$ cat config.mk
export PLATFORM = sky130hd
export DESIGN_NAME = lsu
export DESIGN_NICKNAME = d
export VERILOG_FILES = /design/src/rtl/core_pkg.sv /design/src/rtl/lsu.sv
export SDC_FILE = /design/constraint.sdc
export NUM_CORES = 1
export LEC_CHECK = 0
export ABC_AREA = 1
export CAP_MARGIN = 10
export CORE_ASPECT_RATIO = 0.75
export CORE_UTILIZATION = 47
export CTS_BUF_LIST = sky130_fd_sc_hd__clkbuf_8
export CTS_CLUSTER_DIAMETER = 200
export DETAILED_ROUTE_END_ITERATION = 7
export MAX_ROUTING_LAYER = met4
export PLACE_DENSITY = 0.89
export SLEW_MARGIN = 20
export SYNTH_ARGS = -nofsm -noshare
export SYNTH_HDL_FRONTEND = slang
export SYNTH_SLANG_ARGS = --single-unit
$ cat constraint.sdc
create_clock -name clk -period 3.2 [get_ports clk]
set_input_delay 0.8 -clock clk [delete_from_list [all_inputs] [get_ports clk]]
set_output_delay 0.8 -clock clk [all_outputs]
set_load 0.05 [all_outputs]
$ cat src/rtl/core_pkg.sv
// Shared core-level encodings: pipeline stage codes, LSU state enum and default widths.
package core_pkg;

  localparam int unsigned ADDR_BITS_DEF  = 8;
  localparam int unsigned DATA_BITS_DEF  = 16;
  localparam int unsigned STALL_BITS_DEF = 8;

  // Core pipeline stage as broadcast to every thread
  typedef enum logic [2:0] {
    CS_FETCH   = 3'b000,
    CS_DECODE  = 3'b001,
    CS_REQUEST = 3'b011,
    CS_WAIT    = 3'b100,
    CS_EXECUTE = 3'b101,
    CS_UPDATE  = 3'b110,
    CS_DONE    = 3'b111
  } core_state_e;

  // Load/store unit transaction state
  typedef enum logic [1:0] {
    LSU_IDLE       = 2'b00,
    LSU_REQUESTING = 2'b01,
    LSU_WAITING    = 2'b10,
    LSU_DONE       = 2'b11
  } lsu_state_t;

endpackage

$ cat src/rtl/lsu.sv
// Per-thread load/store unit: issues one single-word read or write to the
// memory controller per LDR/STR and holds the loaded word for register update.
module lsu
  import core_pkg::*;
#(
  parameter int unsigned ADDR_BITS  = ADDR_BITS_DEF,
  parameter int unsigned DATA_BITS  = DATA_BITS_DEF,
  parameter int unsigned STALL_BITS = STALL_BITS_DEF
) (
  input  logic                  clk,
  input  logic                  reset,
  input  logic                  enable,
  input  logic [2:0]            core_state,
  input  logic                  decoded_mem_read_enable,
  input  logic                  decoded_mem_write_enable,
  input  logic [DATA_BITS-1:0]  rs,
  input  logic [DATA_BITS-1:0]  rt,
  output logic                  mem_read_valid,
  output logic [ADDR_BITS-1:0]  mem_read_address,
  input  logic                  mem_read_ready,
  input  logic [DATA_BITS-1:0]  mem_read_data,
  output logic                  mem_write_valid,
  output logic [ADDR_BITS-1:0]  mem_write_address,
  output logic [DATA_BITS-1:0]  mem_write_data,
  input  logic                  mem_write_ready,
  output logic [1:0]            lsu_state,
  output logic [DATA_BITS-1:0]  lsu_out,
  output logic [STALL_BITS-1:0] stall_cycles
);

  lsu_state_t state_q, state_d;

  logic                  op_read_q,  op_read_d;
  logic                  rd_valid_q, rd_valid_d;
  logic                  wr_valid_q, wr_valid_d;
  logic [ADDR_BITS-1:0]  rd_addr_q,  rd_addr_d;
  logic [ADDR_BITS-1:0]  wr_addr_q,  wr_addr_d;
  logic [DATA_BITS-1:0]  wr_data_q,  wr_data_d;
  logic [DATA_BITS-1:0]  out_q,      out_d;
  logic [STALL_BITS-1:0] stall_q,    stall_d;

  logic start_c;
  logic done_c;
  logic unused_rs_hi_c;

  // Only the low address bits of rs reach the controller
  assign unused_rs_hi_c = ^rs[DATA_BITS-1:ADDR_BITS];

  // Accept a new request only once the controller has dropped both readies,
  // so a lingering ready from the previous transaction is never mistaken
  // for completion of this one.
  assign start_c = enable
                 && (core_state == CS_REQUEST)
                 && (decoded_mem_read_enable || decoded_mem_write_enable)
                 && !mem_read_ready
                 && !mem_write_ready;

  // Only the ready matching the captured operation completes the request
  assign done_c = op_read_q ? mem_read_ready : mem_write_ready;

  // State register
  always_ff @(posedge clk or negedge reset) begin
    if (!reset) begin
      state_q <= LSU_IDLE;
    end else begin
      state_q <= state_d;
    end
  end

  // Next-state logic
  always_comb begin
    state_d = state_q;
    unique case (state_q)
      LSU_IDLE:       if (start_c) state_d = LSU_REQUESTING;
      LSU_REQUESTING: state_d = LSU_WAITING;
      LSU_WAITING:    if (done_c) state_d = LSU_DONE;
      LSU_DONE:       if (core_state == CS_UPDATE) state_d = LSU_IDLE;
      default:        state_d = LSU_IDLE;
    endcase
  end

  // Next values of the registered outputs and captured operation
  always_comb begin
    op_read_d  = op_read_q;
    rd_valid_d = rd_valid_q;
    wr_valid_d = wr_valid_q;
    rd_addr_d  = rd_addr_q;
    wr_addr_d  = wr_addr_q;
    wr_data_d  = wr_data_q;
    out_d      = out_q;
    stall_d    = stall_q;
    unique case (state_q)
      LSU_IDLE: begin
        if (start_c) begin
          // A simultaneous LDR/STR decode is treated as a load
          op_read_d = decoded_mem_read_enable;
          stall_d   = '0;
          if (decoded_mem_read_enable) begin
            rd_addr_d = rs[ADDR_BITS-1:0];
          end else begin
            wr_addr_d = rs[ADDR_BITS-1:0];
            wr_data_d = rt;
          end
        end
      end
      LSU_REQUESTING: begin
        rd_valid_d = op_read_q;
        wr_valid_d = !op_read_q;
      end
      LSU_WAITING: begin
        if (stall_q != {STALL_BITS{1'b1}}) begin
          stall_d = stall_q + STALL_BITS'(1);
        end
        if (done_c) begin
          rd_valid_d = 1'b0;
          wr_valid_d = 1'b0;
          if (op_read_q) begin
            out_d = mem_read_data;
          end
        end
      end
      LSU_DONE: begin
        rd_valid_d = 1'b0;
        wr_valid_d = 1'b0;
      end
      default: begin
        rd_valid_d = 1'b0;
        wr_valid_d = 1'b0;
      end
    endcase
  end

  // Output and operation registers; reset discards any transaction in flight
  always_ff @(posedge clk or negedge reset) begin
    if (!reset) begin
      op_read_q  <= 1'b0;
      rd_valid_q <= 1'b0;
      wr_valid_q <= 1'b0;
      rd_addr_q  <= '0;
      wr_addr_q  <= '0;
      wr_data_q  <= '0;
      out_q      <= '0;
      stall_q    <= '0;
    end else begin
      op_read_q  <= op_read_d;
      rd_valid_q <= rd_valid_d;
      wr_valid_q <= wr_valid_d;
      rd_addr_q  <= rd_addr_d;
      wr_addr_q  <= wr_addr_d;
      wr_data_q  <= wr_data_d;
      out_q      <= out_d;
      stall_q    <= stall_d;
    end
  end

  assign mem_read_valid    = rd_valid_q;
  assign mem_read_address  = rd_addr_q;
  assign mem_write_valid   = wr_valid_q;
  assign mem_write_address = wr_addr_q;
  assign mem_write_data    = wr_data_q;
  assign lsu_state         = state_q;
  assign lsu_out           = out_q;
  assign stall_cycles      = stall_q;

endmodule
==> results.yml <==
worst_setup_path:
  end_kind: "output port"
  crit_family: "buffers and inverters"
  r2r-end: "stall_cycles[2]"
  r2r_setup_slack_ns: 1.25
  path_max_fanout: 8
  critPathKind: "register to output port"
  worstPathArrival_ns: 1.67
  rr_worst_depth: 8
  crit_required_ns: 2.40
  cp_num_buf_inv: 1
  r2r_start: "lsu_state[0]"
  crit_path_start: "stall_cycles[5]"
  cp_slowest_cell: "clkdlybuf4s50_1"
  cp_cell_sequence: "clkdlybuf4s50_1"
  slowest_delay_ns: 0.85
  worst-path-stages: 1
  start_kind: "register"
die:
  dieArea_sq_um: 6180
  initial_utilization_pct: 50.2
  rows: 23
  die_height_um: 68.3
  top_level_ports: 118
  core-area_sq_um: 5500
  die_x_um: 90.5
synthesis:
  postSynthAreaPerCell_sq_um: 9.54
  yosysWarnings: 0
  synth_cell_types: 26
  netlist_area_sq_um: 2760
  synth_seq_area_share_pct: 55.4
  synthCells: 289
  synth_fp_nets: 352
  ys_ff_latch: 61
cells_and_area:
  drive_gt1_share_pct: 13.7
  antenna_cells: 0
  post-route-util_pct: 75.2
  synthToLayoutAreaGrowth_pct: 50.0
  fin_nets: 467
placed_design:
  place_congestion: 0.830
  portBuffers: 109
  dpl.hpwl_mm: 4.66
drt:
  firstDrtPassIters: 4
  wl_mm: 6.47
  vias_per_cell: 4.79
  drt_iter0_markers: 102
  postRouteAntennaNets: 0
  post_drt_wl_per_cell_um: 13.4
  vias: 2317
  route.detailed.drc: 0
timing:
  fin_crit_sh_pct: 77.2
  hold_viol: 0
  final_max_slew_viol_count: 0
  tns_ns: 0
  period_needed_ns: 2.47
  finClkSkew_ns: 0.00467
  max_clock_freq_mhz: 405
  whs_ns: 0.469
  worstMarginPinSlew_ns: 0.758
  max_slew_margin_pct: 49.5
  setup-violations-final: 0
  rsz0062_at_grt: "false"
clock_tree:
  cts.sinks: 61
  clkTransAtPathRegs_ns: 0.07
  cts-htree-levels: 3
  ctsResizeCount: 0
  clock_latency_ns: 0.33
  tritoncts: "built"
  cts_root_buffer: "clkbuf_8"
  numCtsBuffers: 9
  clock_path_buffers: 2
  cts_setup_buffers: 0
  hold_buffers: 0
run_status:
  status: "completed"
global_routing:
  grt-ovfl-total: 0
  antenna_found_initial: 0
  grt_pass1_wl_mm: 10.7
  grt_pass1_vias: 2282
  grt_use_total_pct: 23.8
  grt_max_degree: 62
power:
  ir_drop_uv: 639
  leakage_nw: 1.98
  power_density_nw_per_um2: 856
  power.total_w: 0.00354
min_path:
  hp-class: "register to register"
  whs_endpoint: "mem_write_data[7]"
  holdCritStartpoint: "mem_write_data[7]"
  holdPathStages: 2
flow_run:
  cap_violations: 0
[worst max-delay path by stage]
stage | to | slack [ns]
after detailed placement | mem_write_address[0] | 0.56
after global placement | mem_write_address[1] | 0.60
after floorplan | lsu_out[10] | 1.28
after global routing | stall_cycles[5] | 0.67
after CTS | stall_cycles[5] | 0.72
final | stall_cycles[5] | 0.73
[cell usage after synthesis]
master	count	area, sq um
a21oi_1	3	15.0
buf_2	1	5.00
buf_4	2	15.0
buf_6	3	33.8
clkbuf_1	1	3.75
clkinv_1	1	3.75
dfrtp_1	61	1530
ha_1	5	62.6
inv_1	24	90.1
mux2_2	16	180
nand2_1	103	387
nand2_2	2	12.5
nand2_4	2	22.5
nand3_1	24	120
nand3_2	1	10.0
nor2_1	14	52.6
nor2_2	1	6.26
nor2_8	1	20.0
nor3b_1	1	7.51
o21ai_0	2	10.0
o21ai_1	1	5.00
o21ai_2	15	131
o21bai_1	1	7.51
o31ai_1	2	15.0
or2_2	1	6.26
xnor2_1	1	8.76
[cells in the final DEF (no fill, tap or decap), drive strengths merged]
cell | Yosys | routed
ha | 5 | 5
nor2 | 16 | 16
nor3b | 1 | 1
a21oi | 3 | 3
dfrtp | 61 | 61
o21bai | 1 | 1
inv | 24 | 26
nand3 | 25 | 25
xnor2 | 1 | 1
clkdlybuf4s50 | 0 | 108
or2 | 1 | 1
nand2 | 107 | 107
o21ai | 18 | 18
clkinv | 1 | 2
o31ai | 2 | 2
buf | 6 | 3
clkbuf | 1 | 10
bufinv | 0 | 3
mux2 | 16 | 16
[cells by family (layout without fill, tap and decap cells)]
family,Yosys count,after routing,synth area share (%)
simple gates,150,150,23.4
flops,61,61,55.4
buf+inv,32,152,5.49
compound gates,24,24,6.67
mux,16,16,6.53
fa+ha+maj,5,5,2.27
xor+xnor,1,1,0.318
[where the power goes]
group / total (W) / internal [W] / switching, W
Combinational: 0.00164 / 0.000570 / 0.00107
Clock: 0.000815 / 0.000532 / 0.000283
Sequential: 0.00109 / 0.000966 / 0.000120
Total: 0.00354 / 0.00207 / 0.00147
[final cells by class]
cell class / instances / area [sq um]
tap: 75 / 93.8
clock inverter: 6 / 103
timing repair buffer: 111 / 1100
multi-input combinational: 196 / 1080
clock buffer: 10 / 138
inverter: 25 / 93.8
sequential: 61 / 1530
fill: 389 / 1360
[routing by layer]
layer,vias up,GRT usage [%],routed length [um]
li1,1152,-,-
met4,0,7.86,60
met5,-,-,0
met2,88,38.7,3200
met1,1069,28.0,2760
met3,8,8.56,448
[registers in the layout, summed over array words and instances (netlist names)]
register           cells
lsu_out               16
mem_write_data        16
mem_read_address       8
mem_write_address      8
stall_cycles           8
lsu_state              2
mem_read_valid         1
mem_write_valid        1
op_read_q              1
[stage by stage]
stage	instances	cell area [sq um]	setup WS, ns
after floorplan	289	2760	1.28
after global placement	468	3890	0.597
after detailed placement	468	3890	0.556
after CTS	484	4140	0.721
after global routing	484	4140	0.669
final	484	4140	0.728
Power figures use the tool's default switching activity.
